[config.mk]
export PLATFORM = sky130hd
export DESIGN_NAME = prog_timer
export DESIGN_NICKNAME = d
export VERILOG_FILES = /design/src/rtl/timer_pkg.sv /design/src/rtl/timer_prescaler.sv /design/src/rtl/prog_timer.sv
export SDC_FILE = /design/constraint.sdc
export NUM_CORES = 1
export LEC_CHECK = 0
export ABC_CLOCK_PERIOD_IN_PS = 3000
export CORE_AREA = 2 2 54 56
export CTS_CLUSTER_SIZE = 12
export DETAILED_ROUTE_END_ITERATION = 10
export DIE_AREA = 0 0 56 58
export DONT_BUFFER_PORTS = 1
export PLACE_DENSITY_LB_ADDON = 0.05
export SETUP_SLACK_MARGIN = 0.02
export SYNTH_ARGS = -nofsm -noshare
export SYNTH_HDL_FRONTEND = slang
export SYNTH_HIERARCHICAL = 1
export SYNTH_SLANG_ARGS = --single-unit
[constraint.sdc]
create_clock -name clk -period 3 [get_ports clk]
set_input_delay 0.6 -clock clk [delete_from_list [all_inputs] [get_ports clk]]
set_output_delay 0.6 -clock clk [all_outputs]
set_load 0.02 [all_outputs]
[src/rtl/timer_pkg.sv]
// Shared encodings for the programmable timer: FSM states and the dir/mode input codes.
package timer_pkg;

    typedef enum logic [1:0] {
        ST_IDLE    = 2'd0,
        ST_RUN     = 2'd1,
        ST_EXPIRED = 2'd2
    } state_t;

    localparam logic DIR_UP       = 1'b0;
    localparam logic DIR_DOWN     = 1'b1;
    localparam logic MODE_ONESHOT = 1'b0;
    localparam logic MODE_RELOAD  = 1'b1;

endpackage

[src/rtl/timer_prescaler.sv]
// Tick divider: while run is high, raises tick once every prescale+1 cycles; the phase is held while run is low.
module timer_prescaler #(
    parameter int PS_W = 4
) (
    input  logic            clk,
    input  logic            clr,
    input  logic            run,
    input  logic            sync_clr,
    input  logic [PS_W-1:0] prescale,
    output logic            tick
);

    logic [PS_W-1:0] cnt;

    // A compare of >= lets a prescale lowered below the current phase take effect on the next cycle.
    assign tick = run && (cnt >= prescale);

    // NOTE: sequential state uses non-blocking assignments so every flop samples pre-edge values.
    always_ff @(posedge clk or posedge clr) begin
        if (clr) begin
            cnt <= '0;
        end else if (sync_clr) begin
            cnt <= '0;
        end else if (run) begin
            cnt <= tick ? '0 : cnt + PS_W'(1);
        end
    end

endmodule

[src/rtl/prog_timer.sv]
// Programmable up/down timer with prescaler, one-shot or auto-reload expiry, and a registered done pulse.
module prog_timer
    import timer_pkg::*;
#(
    parameter int WIDTH = 8,
    parameter int PS_W  = 4
) (
    input  logic             clk,
    input  logic             clr,
    input  logic             en,
    input  logic             load,
    input  logic [WIDTH-1:0] load_val,
    input  logic             dir,
    input  logic             mode,
    input  logic [PS_W-1:0]  prescale,
    output logic [WIDTH-1:0] count,
    output logic             tc,
    output logic             done,
    output logic             running
);

    state_t           state;
    state_t           state_next;
    logic [WIDTH-1:0] reload;
    logic [WIDTH-1:0] terminal;
    logic             run;
    logic             tick;

    assign terminal = (dir == DIR_DOWN) ? '0 : '1;
    assign tc       = (count == terminal);

    // Gating with en both ignores a coincident tick and freezes the prescaler phase on pause.
    assign run = (state == ST_RUN) && en;

    timer_prescaler #(
        .PS_W(PS_W)
    ) u_prescaler (
        .clk     (clk),
        .clr     (clr),
        .run     (run),
        .sync_clr(load),
        .prescale(prescale),
        .tick    (tick)
    );

    always_ff @(posedge clk or posedge clr) begin
        if (clr) begin
            state <= ST_IDLE;
        end else begin
            state <= state_next;
        end
    end

    // NOTE: state_next gets a default before the case so no latch is inferred.
    always_comb begin
        state_next = state;
        if (load) begin
            state_next = ST_IDLE;
        end else begin
            case (state)
                ST_IDLE: begin
                    if (en) state_next = ST_RUN;
                end
                ST_RUN: begin
                    if (!en) begin
                        state_next = ST_IDLE;
                    end else if (tick && tc && (mode == MODE_ONESHOT)) begin
                        state_next = ST_EXPIRED;
                    end
                end
                ST_EXPIRED: state_next = ST_EXPIRED;
                default:    state_next = ST_IDLE;
            endcase
        end
    end

    always_comb begin
        running = (state == ST_RUN);
    end

    always_ff @(posedge clk or posedge clr) begin
        if (clr) begin
            count  <= '0;
            reload <= '0;
            done   <= 1'b0;
        end else begin
            done <= 1'b0;
            if (load) begin
                count  <= load_val;
                reload <= load_val;
            end else if (tick) begin
                if (!tc) begin
                    count <= (dir == DIR_DOWN) ? count - WIDTH'(1) : count + WIDTH'(1);
                end else begin
                    // One-shot holds count at terminal; the FSM moves to EXPIRED.
                    done <= 1'b1;
                    if (mode == MODE_RELOAD) count <= reload;
                end
            end
        end
    end

endmodule

* Word level (Yosys, flattened, before mapping) *
Index checks and enable logic that the tools add are counted.

cells by class
  $add $sub $neg = 3
  magnitude comparators = 1
  equal/unequal tests = 6
  multiplexer cells = 17
  bitwise gates (word level) = 1
  reduce and logical (&&, ||, !) cells = 9

operator list
  kind                                               number
  2-to-1 mux 8 bit                                   6
  2-to-1 mux 4 bit                                   3
  adder 8 x 1 -> 8 bit (second input constant)       1
  == test 8 bit                                      1
  2-to-1 mux 2 bit                                   4
  subtractor 8 x 1 -> 8 bit (second input constant)  1
  != test 3 bit (second input constant)              2
  one-hot mux 2 bit (3 select lines)                 1
  adder 4 x 1 -> 4 bit (second input constant)       1
  greater-or-equal comparator 4 bit                  1
  logical AND 1 bit                                  4
  != test 4 x 3 -> 1 bit (second input constant)     1
  AND reduction 2 bit                                2
  nonzero test 2 bit                                 2
  2-to-1 mux 1 bit                                   3
  == test 2 x 1 -> 1 bit (second input constant)     1
  == test 2 bit (second input constant)              1
  logical NOT 2 bit                                  1
  inverter 1 bit                                     1

storage, ports and cells
  register bits = 23
  input port bits = 18
  output and inout bits = 11
  logic and storage cells = 42

* Logic depth before layout (Yosys ltp) *
  word-level depth = 9
  gate-level depth with buffers = 9
  mapped depth without buffers = 9

* By module *
The synthesis kept the hierarchy.

modules (own cells, without submodules)
  module           times used  cells an instance  area an instance (µm²)  sequential area each (µm²)
  prog_timer       1           137                1233.7                  475.5
  timer_prescaler  1           36                 345.3                   100.1

* Worst setup path after synthesis *
Ideal clock, no wire load.

  kind = input port to flip-flop
  from = input port dir
  to = register count[7]
  setup time = 120 ps
  data arrival time = 2280 ps
  setup slack = 599 ps
  stages on the path = 6
  cell sequence = ha_1 > a21oi_1 > a21oi_1 > or4_2 > a211o_1 > o211a_1

on the way
  cells in the longest elaborated chain, start to end = 5

RTL lines
  what                  RTL line          source
  from (decl)           prog_timer.sv:13  input logic dir,
  2-to-1 mux 8 bit      prog_timer.sv:29  assign terminal = (dir == DIR_DOWN) ? '0 : '1;
  == test 8 bit         prog_timer.sv:30  assign tc = (count == terminal);
  2-to-1 mux 8 bit      prog_timer.sv:92  if (!tc) begin
  2-to-1 mux 8 bit      prog_timer.sv:91  end else if (tick) begin
  2-to-1 mux 8 bit      prog_timer.sv:88  if (load) begin
  to (signal assigned)  prog_timer.sv:89  count <= load_val;
  to (signal assigned)  prog_timer.sv:93  count <= (dir == DIR_DOWN) ? count - WIDTH'(1) : count + WIDTH'(1);
  to (signal assigned)  prog_timer.sv:97  if (mode == MODE_RELOAD) count <= reload;
  to (decl)             prog_timer.sv:16  output logic [WIDTH-1:0] count,

Several ways; a longest one is shown, not always the timed one. The select of a mux whose other input is x is not followed.
A chain may end at the register's enable or synchronous reset.

* Worst setup path in the final report *
  from = register count[4]
  to = output port tc

on the way
  cells in the longest elaborated chain, start to end = 1

RTL lines
  what           RTL line          source
  == test 8 bit  prog_timer.sv:30
  to (decl)      prog_timer.sv:17  output logic tc,

No other way between the ends.

==> summary.md <==
| Metric | Value |
|---|---|
| Outcome | complete, no violations |
| Syn avg cell area | 9.127 um2 |
| Initial core utilization | roughly three fifths |
| First-pass DRT Iterations | 4 |
| Startpoint Class | flip-flop |
| TNS Setup | 0 ps |
| Commonest non-fill, non-tap cells in the layout | dfrtp_1, inv_1, nand2_1, o21ai_0 |
| RSZ-0062 raised after global routing | false |
| Largest net degree at the start of global routing | 31 |
| Die area | 3248 um2 |
| Critical path capture point type | output pin |
| Hold Fails Final Rpt | 0 |
| Later-pin clock latency in the skew report | 310 ps |
| Gr ovfl total | 0 |
| Min setup slack post-route | ~280 ps |
| P&R area growth vs syn | 1.585% |
| Gpl congestion | about 0.8 |
| Dpl ws | ~390 ps |
| Relative slew margins | about half |
| Tcrit/Tclk final | 90.60% |
| Ant diodes | 0 |
| Critical Path RT | around 2400 ps |
| Clk_skew | between 1 and 1.5 ps |
| Total CTS buffers | 3 |
| Vias per std cell | approximately 6.3 |
| Sink Count | 23 |
| Mapped Area | approximately 1600 um2 |
| Async S/R FF share, synth | between 90% and 100% |
| Pwr Density | about 410 nW/um2 |
| Clock Tree Root | clkbuf_4 |
| Final Net Count | about 200 |
| # DRC | 0 |
| Commonest non-fill, non-tap cell in the layout | dfrtp_1 |
| Post-synth top flop | dfrtp_1 |
| Wire per inst | between 15 and 20 um |
| CP max FO | 11 |
| Yosys Warn Count | 6 |
| RR Endpoint | count[5] |
| Pleak | roughly 0.00071 uW |
| Net Count, Synth | between 200 and 250 |
| Synth Area in Compound Gates | 26.07% |
| Xor and xnor area share after synthesis | 0% |
| Number of enable flip-flop cells after synthesis | 0 |
| CTS max path bufs | 2 |
| Die X | approximately 56 um |
| Antenna viol nets, final | 0 |
| Unique masters post-synth | 47 |
| Cell depth of the worst flop-to-flop path | 6 |
| CTS H-tree lvls | 1 |
| Syn Inst Count | 173 |
| GRT Total Usage | a little under a quarter |
| CP arrival | ~2100 ps |
| Main combinational cell family by area after synthesis | compound AO/OA/AOI/OAI gates |
| Vias | around 1300 |
| # port buffers | 0 |
| Fmax | roughly 0.37 GHz |
| Cts hold-fix bufs | 0 |
| Number of global-route vias before repair | about 1200 |
| Max_cap viols | 0 |
| Hold crit path type | input pin to asynchronous set/reset pin |
| Worst r2r src | count[4] |
| Post-synthesis mux area share | under 10% |
| Crit path kind | flip-flop to output pin |
| Adder-cell area share of the yosys netlist | 9.984% |
| #FFs+latches synth | 23 |
| First-pass GRT wire length | 5892 um |
| TritonCTS clock tree | done |
| Routed WL | between 3000 and 4000 um |
| Post-Synth Simple-Gate Area | a little under a fifth |
| Setup violators final | 0 |
| Clk slew on worst S/H paths | between 100 and 150 ps |
| Tightest Pin Transition | 770.8 ps |
| Initial antenna violation count | 0 |
| Hpwl dp | ~2600 um |
| FILL cells | 247 |
| Die H | approximately 58 um |
| Fin. max-slew vios | 0 |
| # IOs | 29 |
| Sequential area share after synthesis | between 30% and 40% |
| R2r setup slk | roughly 400 ps |
| Core area | ~2700 um2 |
| Drt first-iter violations | 57 |
| Maximum VDD drop | around 410 uV |
| Layout cells sized above 1 | ~7.6% |
| FP Rows | 19 |
| Tmin final | approximately 2700 ps |
cells by family (layout without fill, tap and decap cells):
family	Yosys count	after routing
adder cells (fa/ha/maj)	12	12
AND/OR/NAND/NOR	52	52
buffers and inverters	24	23
AO/OA/AOI/OAI	59	59
multiplexers	3	3
flip-flops	23	23
where the power goes:
part / total [uW] / switching [uW] / internal, uW / leakage, uW
combinational: 150 / 82.5 / 67.5 / 0.000406
sequential: 371 / 37.7 / 333 / 0.000286
clock: 144 / 94.0 / 49.7 / 0.0000177
total: 664 / 214 / 450 / 0.000709
critical path, stage by stage (launching register included):
cell,delay (ps)
dfrtp_1,500
ha_1,420
nand4_1,140
a211o_1,440
clkinvlp_4,310
synth_stat cells, drive strengths merged, types with 3 or more instances:
cell / count / share of area, %
a21o: 4 / 1.9
o211ai: 3 / 1.4
a21oi: 11 / 3.5
o21ai: 16 / 5.1
nand3: 3 / 0.95
nor2b: 3 / 1.2
o21a: 4 / 2.4
a31oi: 3 / 1.2
buf: 4 / 2.6
nor2: 9 / 2.1
a211oi: 6 / 2.9
nand2: 13 / 3.1
dfrtp: 23 / 36
nand2b: 6 / 2.9
inv: 19 / 4.5
ha: 11 / 8.7
nor3: 4 / 1.3
what timing repair did:
| action | in CTS | in global routing |
|---|---|---|
| buffers inserted | 0 | 0 |
| endpoints found under the setup margin | 0 | 1 |
| resized for setup | 0 | 1 |
registers in the layout (all words and copies together) (netlist names):
name and flops:
count 8, reload 8, u_prescaler/cnt 4, state 2, done 1
through the flow:
step	hold WS [ps]	total power (uW)	instance area, um2	utilization, %	cells
final	50.59	664.4	1604	60.24	203
after floorplan	366.1	498.5	1579	-	173
after global routing	24.43	708.5	1604	60.24	203
after CTS	36.08	669.9	1600	60.10	203
after global placement	383.2	519.8	1573	59.07	199
after detailed placement	391.4	525.1	1573	59.07	199
worst max path at each step:
stage,start,end,slack [ps],cells after the start
floorplan,dir,count[7],600,6
global placement,prescale[0],count[2],450,7
detailed placement,prescale[1],count[2],390,7
CTS,count[4],tc,170,4
global route,count[4],tc,130,4
finish,count[4],tc,280,4
layout make-up:
class	count	area (um2)	area share, %
tap	31	38.79	2.418
sequential	23	575.6	35.88
clock inverter	1	5.005	0.3120
inverter	19	75.07	4.680
multi-input combinational	126	887.1	55.30
clock buffer	3	22.52	1.404
metal layers:
metal | part of all wire, % | track usage [%]
met5 | 0 | 0
met3 | 6.9 | 5.357
met2 | 44 | 33.28
met1 | 49 | 35.65
met4 | 0.48 | 4.082
Note: power is estimated with default switching activity, not from simulation.
